## src/rtl/dynamic_multi_bit_sreg.sv

```systemverilog
// Runtime-programmable delay line (1..MAX_DEPTH ce-cycles) with per-sample valid and fill masking.
// Optional macro DSREG_OUT_REG_EN adds a registered output stage (+1 ce-cycle latency).
module dynamic_multi_bit_sreg #(
  parameter int MAX_DEPTH     = 32,
  parameter int WIDTH         = 8,
  parameter     SRL_STYLE_VAL = "srl"
) (
  input  logic                         clk,
  input  logic                         rst_n,
  input  logic                         ce,
  input  logic [$clog2(MAX_DEPTH)-1:0] dly,
  input  logic [WIDTH-1:0]             si,
  input  logic                         si_vld,
  output logic [WIDTH-1:0]             so,
  output logic                         so_vld,
  output logic                         primed
);
  localparam int                ADDR_W   = $clog2(MAX_DEPTH);
  localparam logic [ADDR_W:0]   DEPTH_L  = (ADDR_W+1)'(MAX_DEPTH);
  localparam logic [ADDR_W-1:0] TAP_MAX  = ADDR_W'(MAX_DEPTH - 1);
  localparam logic [ADDR_W:0]   FCNT_ONE = (ADDR_W+1)'(1);
`ifdef DSREG_OUT_REG_EN
  localparam logic [ADDR_W:0]   FILL_EXTRA = (ADDR_W+1)'(2);
`else
  localparam logic [ADDR_W:0]   FILL_EXTRA = (ADDR_W+1)'(1);
`endif

  typedef enum logic {FILL = 1'b0, RUN = 1'b1} state_e;

  if (MAX_DEPTH < 2 || WIDTH < 1 ||
      (SRL_STYLE_VAL != "register" && SRL_STYLE_VAL != "srl" && SRL_STYLE_VAL != "reg_srl" &&
       SRL_STYLE_VAL != "srl_reg" && SRL_STYLE_VAL != "reg_srl_reg")) begin : g_bad_cfg
    $error("dynamic_multi_bit_sreg: unsupported parameter set");
  end

  function automatic logic [ADDR_W-1:0] clamp_dly(input logic [ADDR_W-1:0] d);
    if ({1'b0, d} >= DEPTH_L) begin
      return TAP_MAX;
    end else begin
      return d;
    end
  endfunction

  (* srl_style = SRL_STYLE_VAL *)
  logic [WIDTH-1:0]     sreg_q [MAX_DEPTH] = '{default: '0};
  logic [MAX_DEPTH-1:0] vld_q;
  logic [ADDR_W-1:0]    dly_q;
  logic [ADDR_W-1:0]    dly_d;
  logic [ADDR_W:0]      fcnt_q;
  logic [ADDR_W:0]      fill_load;
  state_e               state_q;
  logic                 primed_q;
  logic                 dly_chg;

  // Clamped tap request, change detect and fill-count reload value.
  always_comb begin
    dly_d     = clamp_dly(dly);
    dly_chg   = (dly_d != dly_q);
    fill_load = {1'b0, dly_d} + FILL_EXTRA;
  end

  // Data line: deliberately unreset so it can map onto shift-register primitives.
  always_ff @(posedge clk) begin
    if (ce) begin
      sreg_q[0] <= si;
      for (int i = 1; i < MAX_DEPTH; i++) begin
        sreg_q[i] <= sreg_q[i-1];
      end
    end
  end

  // Valid line shifts in lockstep with the data and is dropped by reset.
  always_ff @(posedge clk) begin
    if (!rst_n) begin
      vld_q <= '0;
    end else if (ce) begin
      vld_q <= {vld_q[MAX_DEPTH-2:0], si_vld};
    end
  end

  // Tap register and fill FSM; any tap change restarts the fill count without decrementing.
  always_ff @(posedge clk) begin
    if (!rst_n || dly_chg) begin
      dly_q    <= dly_d;
      state_q  <= FILL;
      fcnt_q   <= fill_load;
      primed_q <= 1'b0;
    end else begin
      case (state_q)
        FILL: begin
          if (fcnt_q == '0) begin
            state_q  <= RUN;
            primed_q <= 1'b1;
          end else if (ce) begin
            fcnt_q <= fcnt_q - FCNT_ONE;
            if (fcnt_q == FCNT_ONE) begin
              state_q  <= RUN;
              primed_q <= 1'b1;
            end
          end
        end
        RUN: begin
          primed_q <= 1'b1;
        end
        default: begin
          state_q  <= FILL;
          fcnt_q   <= fill_load;
          primed_q <= 1'b0;
        end
      endcase
    end
  end

  assign primed = primed_q;

`ifdef DSREG_OUT_REG_EN
  logic [WIDTH-1:0] so_q;
  logic             so_vld_q;
  logic             run_nxt;

  assign run_nxt = !dly_chg &&
                   ((state_q == RUN) || (fcnt_q == '0) || (ce && (fcnt_q == FCNT_ONE)));

  // Output stage; valid is re-qualified every clk so a tap change masks it even with ce low.
  always_ff @(posedge clk) begin
    if (!rst_n) begin
      so_q     <= '0;
      so_vld_q <= 1'b0;
    end else begin
      if (ce) begin
        so_q <= sreg_q[dly_q];
      end
      so_vld_q <= (ce ? vld_q[dly_q] : so_vld_q) & run_nxt;
    end
  end

  assign so     = so_q;
  assign so_vld = so_vld_q;
`else
  assign so     = sreg_q[dly_q];
  assign so_vld = vld_q[dly_q] & primed_q;
`endif

endmodule

```

## config.mk

```make
export PLATFORM = sky130hd
export DESIGN_NAME = dynamic_multi_bit_sreg
export DESIGN_NICKNAME = d
export VERILOG_FILES = /design/src/rtl/dynamic_multi_bit_sreg.sv
export SDC_FILE = /design/constraint.sdc
export NUM_CORES = 1
export LEC_CHECK = 0
export ABC_CLOCK_PERIOD_IN_PS = 3180
export CAP_MARGIN = 25
export CORE_MARGIN = 2
export CORE_UTILIZATION = 40
export CTS_BUF_LIST = sky130_fd_sc_hd__clkbuf_4
export CTS_CLUSTER_DIAMETER = 40
export CTS_CLUSTER_SIZE = 28
export DETAILED_ROUTE_END_ITERATION = 10
export DONT_BUFFER_PORTS = 1
export PLACE_DENSITY = 0.64
export SLEW_MARGIN = 20
export SYNTH_ARGS = -nofsm -noshare
export SYNTH_HDL_FRONTEND = slang
export SYNTH_SLANG_ARGS = --single-unit
export TNS_END_PERCENT = 50
```

## constraint.sdc

```tcl
create_clock -name clk -period 3.18 [get_ports clk]
set_clock_uncertainty 0.1 [all_clocks]
set_input_delay 0.159 -clock clk [delete_from_list [all_inputs] [get_ports clk]]
set_output_delay 0.159 -clock clk [all_outputs]
set_load 0.01 [all_outputs]
```

==> results of run 1 <==
-- flip-flops by register name, indices dropped and copies added (netlist names), named ones only --
signal   flops
fcnt_q       6
vld_q       32
sreg_q     256
primed       1
dly_q        5
state_q      1
-- cells in the mapped netlist, types with 2 or more instances --
cell type	number
mux2i_1	38
xor2_1	8
clkbuf_1	18
nor4_1	3
buf_2	4
xnor2_1	4
nand2_1	5
nand3_1	2
edfxtp_1	267
ha_1	4
dfxtp_1	39
inv_1	5
buf_4	6
nor2b_1	34
nor2_1	2
mux2_2	12
buf_1	6
mux4_2	87
-- layout make-up --
| cell class | count | share of cell area, % |
|---|---|---|
| Clock buffer | 41 | 2.28 |
| Clock inverter | 26 | 1.77 |
| Inverter | 5 | 0.139 |
| Multi-Input combinational cell | 212 | 22.2 |
| Sequential cell | 306 | 65.2 |
| Tap cell | 390 | 3.61 |
| Timing Repair Buffer | 60 | 4.82 |
-- worst max-delay path, cell delays in order (launching register included) --
cell and delay (ns):
dfxtp_4 0.43, buf_16 0.28, mux4_2 0.54, mux4_2 0.50, mux2_2 0.32
-- layer usage --
layer  wire length [microns]  vias to the layer above  part of all wire (%)  GRT usage (%)
li1                        -                     2422                     -              -
met1                    8980                     2901                    44           17.6
met2                    9840                      112                    49           21.3
met3                    1030                       32                   5.1           3.48
met4                     364                        0                   1.8           3.72
met5                       0                        -                     0              0
-- logic make-up (layout without fill, tap and decap cells) --
| family | after synthesis | in the layout | share of synthesized area [%] |
|---|---|---|---|
| and+or+nand+nor | 52 | 52 | 2.58 |
| AOI/OAI and AO/OA | 7 | 7 | 0.428 |
| buffers and inverters | 40 | 132 | 1.55 |
| adders and majority gates | 4 | 4 | 0.418 |
| xor gates and xnor gates | 12 | 12 | 0.878 |
| muxes | 137 | 137 | 20.7 |
| DFF | 306 | 306 | 73.5 |
-- through the flow --
step	hold slack [ns]	setup slack, ns	instance area, sq um	util, %
after CTS	-0.533	0.00924	13500	45.7
after global placement	0.0876	0.720	12400	41.9
final	-0.463	0.196	13500	45.7
after floorplan	0.149	0.908	12000	-
after global routing	-0.564	0.0304	13500	45.7
after detailed placement	0.0875	0.701	12400	41.9
-- power by group --
| part | internal (uW) | switching, uW | total [uW] |
|---|---|---|---|
| clock | 933 | 1400 | 2330 |
| combinational | 267 | 147 | 414 |
| sequential | 4600 | 130 | 4730 |
-- worst paths after layout --
kind | cells past startpoint | to
hold / removal | 0 | sreg_q[8][6]
setup / recovery | 4 | so[3]
setup reg to reg | 4 | fcnt_q[1]
hold reg to reg | 0 | sreg_q[9][4]
-- timing repair --
item,in CTS,in global routing
endpoints found under the hold margin,315,256
cloned,1,0
resized for setup,2,1
setup endpoints to repair,8,8
==> run_results.csv, run 1 <==
group,metric,value,unit
placed_design,dp.cells,918,
global_routing,first_global_vias,5862,
floorplanning,fp.coreArea,29600,sq um
worst_setup_path,start_kind,"flop",
worst_setup_path,reg2reg_from,"dly_q[1]",
timing,period_needed,2.98,ns
clocking,path_clk_slew,0.12,ns
clocking,cts_tree,"done",
worst_setup_path,required,2.92,ns
synthesis,synth_area_leaders,"edfxtp_1 (67%), mux4_2 (16%), dfxtp_1 (6.5%)",
synthesis,ys_warn_count,0,
timing,max_freq,335,MHz
floorplanning,die_x,177,microns
cells_and_area,num-nets-final,643,
cells_and_area,layout_commonest_cell,"edfxtp_1",
cells_and_area,ff_latch_area,8810,sq um
clocking,htreeDepth,2,
clocking,cts_made_buffers,37,
clocking,hold_buffers,54,
detailed_routing,route.detailed.wl_per_inst,19.4,microns
placed_design,place.gp.congestion,0.730,
global_routing,grt_max_degree,291,
floorplanning,rows,63,
min_path,min_from,"ce",
detailed_routing,drtAntennaViolNets,0,
power,ir_drop,0.320,mV
timing,period_share,93.8,%
global_routing,antenna_found_initial,0,
cells_and_area,area_growth,12.7,%
timing,hold_viol,215,
clocking,post_cts_buffers,0,
cells_and_area,final-instance-count-excl-fill,1040,
synthesis,synth-main-ff-cell,"edfxtp_1",
synthesis,synth_top_area_share,67.0,%
cells_and_area,multiInputGateArea,2990,sq um
synthesis,syn_area_per_cell,21.5,sq um
detailed_routing,drt_wl_total,20200,microns
clocking,clock_path_buffers,3,
timing,relSlewSlack,39.5,%
worst_setup_path,cp_max_fo,32,
floorplanning,die_h,177,microns
flow_run,max_cap_violations,0,
power,p_per_area,554,nW/um^2
global_routing,grt_usage,13.1,%
timing,rsz0062_at_grt,"false",
synthesis,yosysUniqueCellTypes,32,
floorplanning,ios,27,
worst_setup_path,worstSetupEndpointType,"primary output",
min_path,hp-class,"in -> reg",
synthesis,syn_inst,558,
detailed_routing,drtIter0Drc,503,
global_routing,overflow,0,
timing,setup_tns,0,ns
timing,slew_violations,0,
clocking,insertion_delay,0.66,ns
cells_and_area,antenna_cells,0,
worst_setup_path,cp.arrival,2.73,ns
detailed_routing,vias_per_cell,5.26,
power,p_leak,0.00440,uW
synthesis,syn_nets,579,
synthesis,synthArstFlopShare,0,%
synthesis,synth_edf_count,267,
detailed_routing,dr.pass1.iters,4,
cells_and_area,num-fill-cells,2479,
run_status,status,"finished, violations left",
detailed_routing,drcViolationCount,0,
placed_design,hpwl,10400,microns
floorplanning,fp.dieArea,31300,sq um
cells_and_area,final_cell_mix,"edfxtp_1 (267), mux4_2 (87), dlygate4sd3_1 (54), clkbuf_4 (41), mux2i_1 (38)",
timing,timing.hold.ws,-0.463,ns
cells_and_area,drive_gt1_share,25.8,%
run_status,violations,"negative hold slack",
synthesis,ys_seq_area_share,73.5,%
synthesis,ys_seq_elements,306,
synthesis,yosys.area.top_type,"edfxtp_1",
timing,tightest_slew,0.904,ns
worst_setup_path,worstSetupPathType,"reg -> out",
global_routing,grt_first_pass_wirelength,32500,microns
synthesis,syn_area,12000,sq um
clocking,cts_root_buf,"clkbuf_4",
clocking,cts_sinks,306,
timing,finalSetupViolations,0,
worst_setup_path,reg2reg_slack,0.88,ns
floorplanning,initial_core_util,40.5,%
placed_design,portBuffers,0,
power,finalPower,7480,uW
detailed_routing,vias,5467,
Note: power is estimated with default switching activity, not from simulation.
==> run 2: changes to the inputs <==
Settings changed: ABC_AREA set to 1.
==> run_results.csv, run 2 <==
group,metric,value,unit
run_status,status,"finished, violations left",
run_status,violations,"negative hold slack",
cells_and_area,num-fill-cells,2820,
worst_setup_path,critPathMaxStageDelay,0.48,ns
placed_design,hpwl,13300,microns
placed_design,pre_cts_slack,0.895,ns
global_routing,grt_first_pass_wirelength,42100,microns
placed_design,portBuffers,0,
clocking,cts_tree,"done",
clocking,htreeDepth,2,
cells_and_area,ff_latch_area,8800,sq um
min_path,hp-class,"in -> reg",
worst_setup_path,cp_slowest_cell,"dfxtp_4",
placed_design,place.gp.congestion,0.743,
cells_and_area,top_register,"sreg_q",
synthesis,synth_area_leaders,"edfxtp_1 (64%), nand2_1 (11%), nand3_1 (9.2%)",
synthesis,syn_nets,1167,
cells_and_area,final_cell_mix,"nand2_1 (370), edfxtp_1 (267), nand3_1 (233), nor2_1 (68), dlygate4sd3_1 (60)",
timing,relSlewSlack,34.8,%
detailed_routing,drtAntennaViolNets,0,
power,ir_drop,0.323,mV
timing,hold_viol,256,
min_path,min_to,"sreg_q[31][2]",
synthesis,synth_most_common_cell,"nand2_1",
worst_setup_path,start_kind,"flop",
timing,period_share,91.4,%
timing,layout_setup_ws,0.275,ns
synthesis,yosys.area.top_type,"edfxtp_1",
clocking,clock_path_buffers,3,
cells_and_area,layout_commonest_cell,"nand2_1",
synthesis,synth-main-ff-cell,"edfxtp_1",
worst_setup_path,r2r_end,"fcnt_q[2]",
worst_setup_path,worstSetupEndpointType,"primary output",
worst_setup_path,cpLargestDelayFamily,"simple AND/OR/NAND/NOR gates",
timing,timing.hold.ws,-0.364,ns
worst_setup_path,reg2reg_slack,0.85,ns
cells_and_area,drive_gt1_share,8.27,%
detailed_routing,route.detailed.wl_per_inst,15.8,microns
synthesis,synth_edf_count,267,
power,p_leak,0.00533,uW
synthesis,ys_seq_area_share,69.8,%
floorplanning,ios,27,
cells_and_area,area_growth,11.7,%
timing,rsz0062_at_grt,"false",
cells_and_area,largest_register_ffs,256,
worst_setup_path,r2r_cells,5,
cells_and_area,multiInputGateArea,3310,sq um
timing,slew_violations,0,
detailed_routing,drcViolationCount,0,
global_routing,grt_usage,15.5,%
synthesis,synth_top_area_share,63.6,%
worst_setup_path,worstSetupPathType,"reg -> out",
synthesis,syn_area,12600,sq um
global_routing,antenna_found_initial,1,
synthesis,synthArstFlopShare,0,%
worst_setup_path,worst-path-buf-inv,3,
timing,period_needed,2.91,ns
detailed_routing,vias_per_cell,5.18,
clocking,post_cts_buffers,0,
global_routing,first_global_vias,8221,
global_routing,grt_max_degree,291,
global_routing,overflow,0,
clocking,cts_sinks,306,
synthesis,ys_seq_elements,306,
min_path,hold_depth,0,
worst_setup_path,cp_max_fo,39,
floorplanning,fp.dieArea,33000,sq um
floorplanning,fp.coreArea,31300,sq um
clocking,cts_made_buffers,40,
flow_run,max_cap_violations,0,
detailed_routing,dr.pass1.iters,6,
timing,finalSetupViolations,0,
detailed_routing,drtIter0Drc,942,
cells_and_area,top_regs,"sreg_q (256), vld_q (32), fcnt_q (6)",
clocking,cts_root_buf,"clkbuf_4",
worst_setup_path,path_cells,"inv_6 > buf_12 > buf_12 > nand2_1 > nand3_1 > nand3_1 > nand2_1 > nand2_1 > nand3_1 > and2_1",
clocking,insertion_delay,0.71,ns
floorplanning,rows,65,
clocking,hold_buffers,60,
worst_setup_path,cp.arrival,2.65,ns
floorplanning,die_x,182,microns
synthesis,yosysUniqueCellTypes,27,
clocking,path_clk_slew,0.14,ns
timing,setup_tns,0,ns
floorplanning,initial_core_util,40.3,%
synthesis,yosys-top-cells-count,"nand2_1 (370), edfxtp_1 (267), nand3_1 (233)",
cells_and_area,final-instance-count-excl-fill,1625,
synthesis,ys_warn_count,0,
worst_setup_path,required,2.92,ns
timing,max_freq,344,MHz
synthesis,syn_area_per_cell,11.0,sq um
detailed_routing,drt_wl_total,25700,microns
placed_design,dp.cells,1491,
cells_and_area,num-nets-final,1212,
min_path,min_from,"ce",
synthesis,syn_inst,1146,
worst_setup_path,reg2reg_from,"dly_q[0]",
timing,tightest_slew,0.976,ns
detailed_routing,vias,8411,
power,p_per_area,564,nW/um^2
floorplanning,die_h,182,microns
-- run 2: cell types whose count changed after synthesis, moves of 9 or more --
cell,delta
nor2_1,+66
mux2i_1,-38
inv_1,+10
nor2b_1,-34
buf_4,+17
a21oi_1,+9
mux4_2,-87
nand2_1,+365
mux2_2,-12
buf_2,+13
nand3_1,+231
o21ai_0,+34
-- run 2: area by class of cell --
| class | instances | share of cell area (%) |
|---|---|---|
| sequential | 306 | 62.5 |
| multi-input combinational | 749 | 23.5 |
| timing repair buffer | 74 | 5.30 |
| tap | 402 | 3.57 |
| clock buffer | 46 | 2.45 |
| clock inverter | 27 | 2.11 |
| inverter | 20 | 0.586 |
| antenna | 1 | 0.0178 |
-- run 2: repair_timing --
item / in CTS / in global routing
gates resized for setup: 0 / 2
setup endpoints to repair: 0 / 5
hold endpoints to repair: 319 / 256
-- run 2: cell families (layout without fill, tap and decap cells) --
family,Yosys count,in the layout,share of synthesized area [%]
flip-flops,306,306,69.8
buffers and inverters,91,167,4.00
AO/OA/AOI/OAI,54,54,2.39
XOR/XNOR,7,7,0.486
other,0,1,0
AND/OR/NAND/NOR,684,684,22.9
adder cells (fa/ha/maj),4,4,0.397
-- run 2: worst max path at each step --
stage           endpoint  slack [ns]  cells after the start
5_1_grt            so[2]        0.03                      8
4_1_cts            so[4]        0.13                      9
3_5_place_dp   fcnt_q[2]        0.89                      7
6_report           so[1]        0.27                     10
2_1_floorplan  fcnt_q[0]        1.53                      6
3_3_place_gp       so[1]        0.94                     10
-- run 2: worst reg2reg max path, cell delays in order, from the launching register on --
cell	delay (ns)
edfxtp_1	0.67
inv_2	0.34
nor2_1	0.09
a211oi_2	0.22
nand3_2	0.24
or2_1	0.39
-- run 2: power by group --
part / total, uW / switching (uW) / internal, uW
registers: 4760 / 137 / 4620
logic: 582 / 348 / 234
clock network: 2610 / 1560 / 1050
total: 7950 / 2040 / 5910
-- run 2: layer usage --
layer | up-vias | routed length, microns | track usage [%]
li1 | 4069 | - | -
met1 | 4105 | 12100 | 22.6
met2 | 210 | 11700 | 24.0
met3 | 27 | 1550 | 3.13
met4 | 0 | 333 | 3.77
met5 | - | 0 | 0
-- run 2: through the flow --
stage / util (%) / cell area [sq um] / power (uW) / hold slack (ns)
after global routing: 45.0 / 14100 / 8290 / -0.472
final: 45.0 / 14100 / 7950 / -0.364
after detailed placement: 41.0 / 12800 / 5350 / 0.0873
after floorplan: - / 12600 / 5220 / 0.149
after global placement: 41.0 / 12800 / 5330 / 0.0873
after CTS: 45.0 / 14100 / 8020 / -0.497
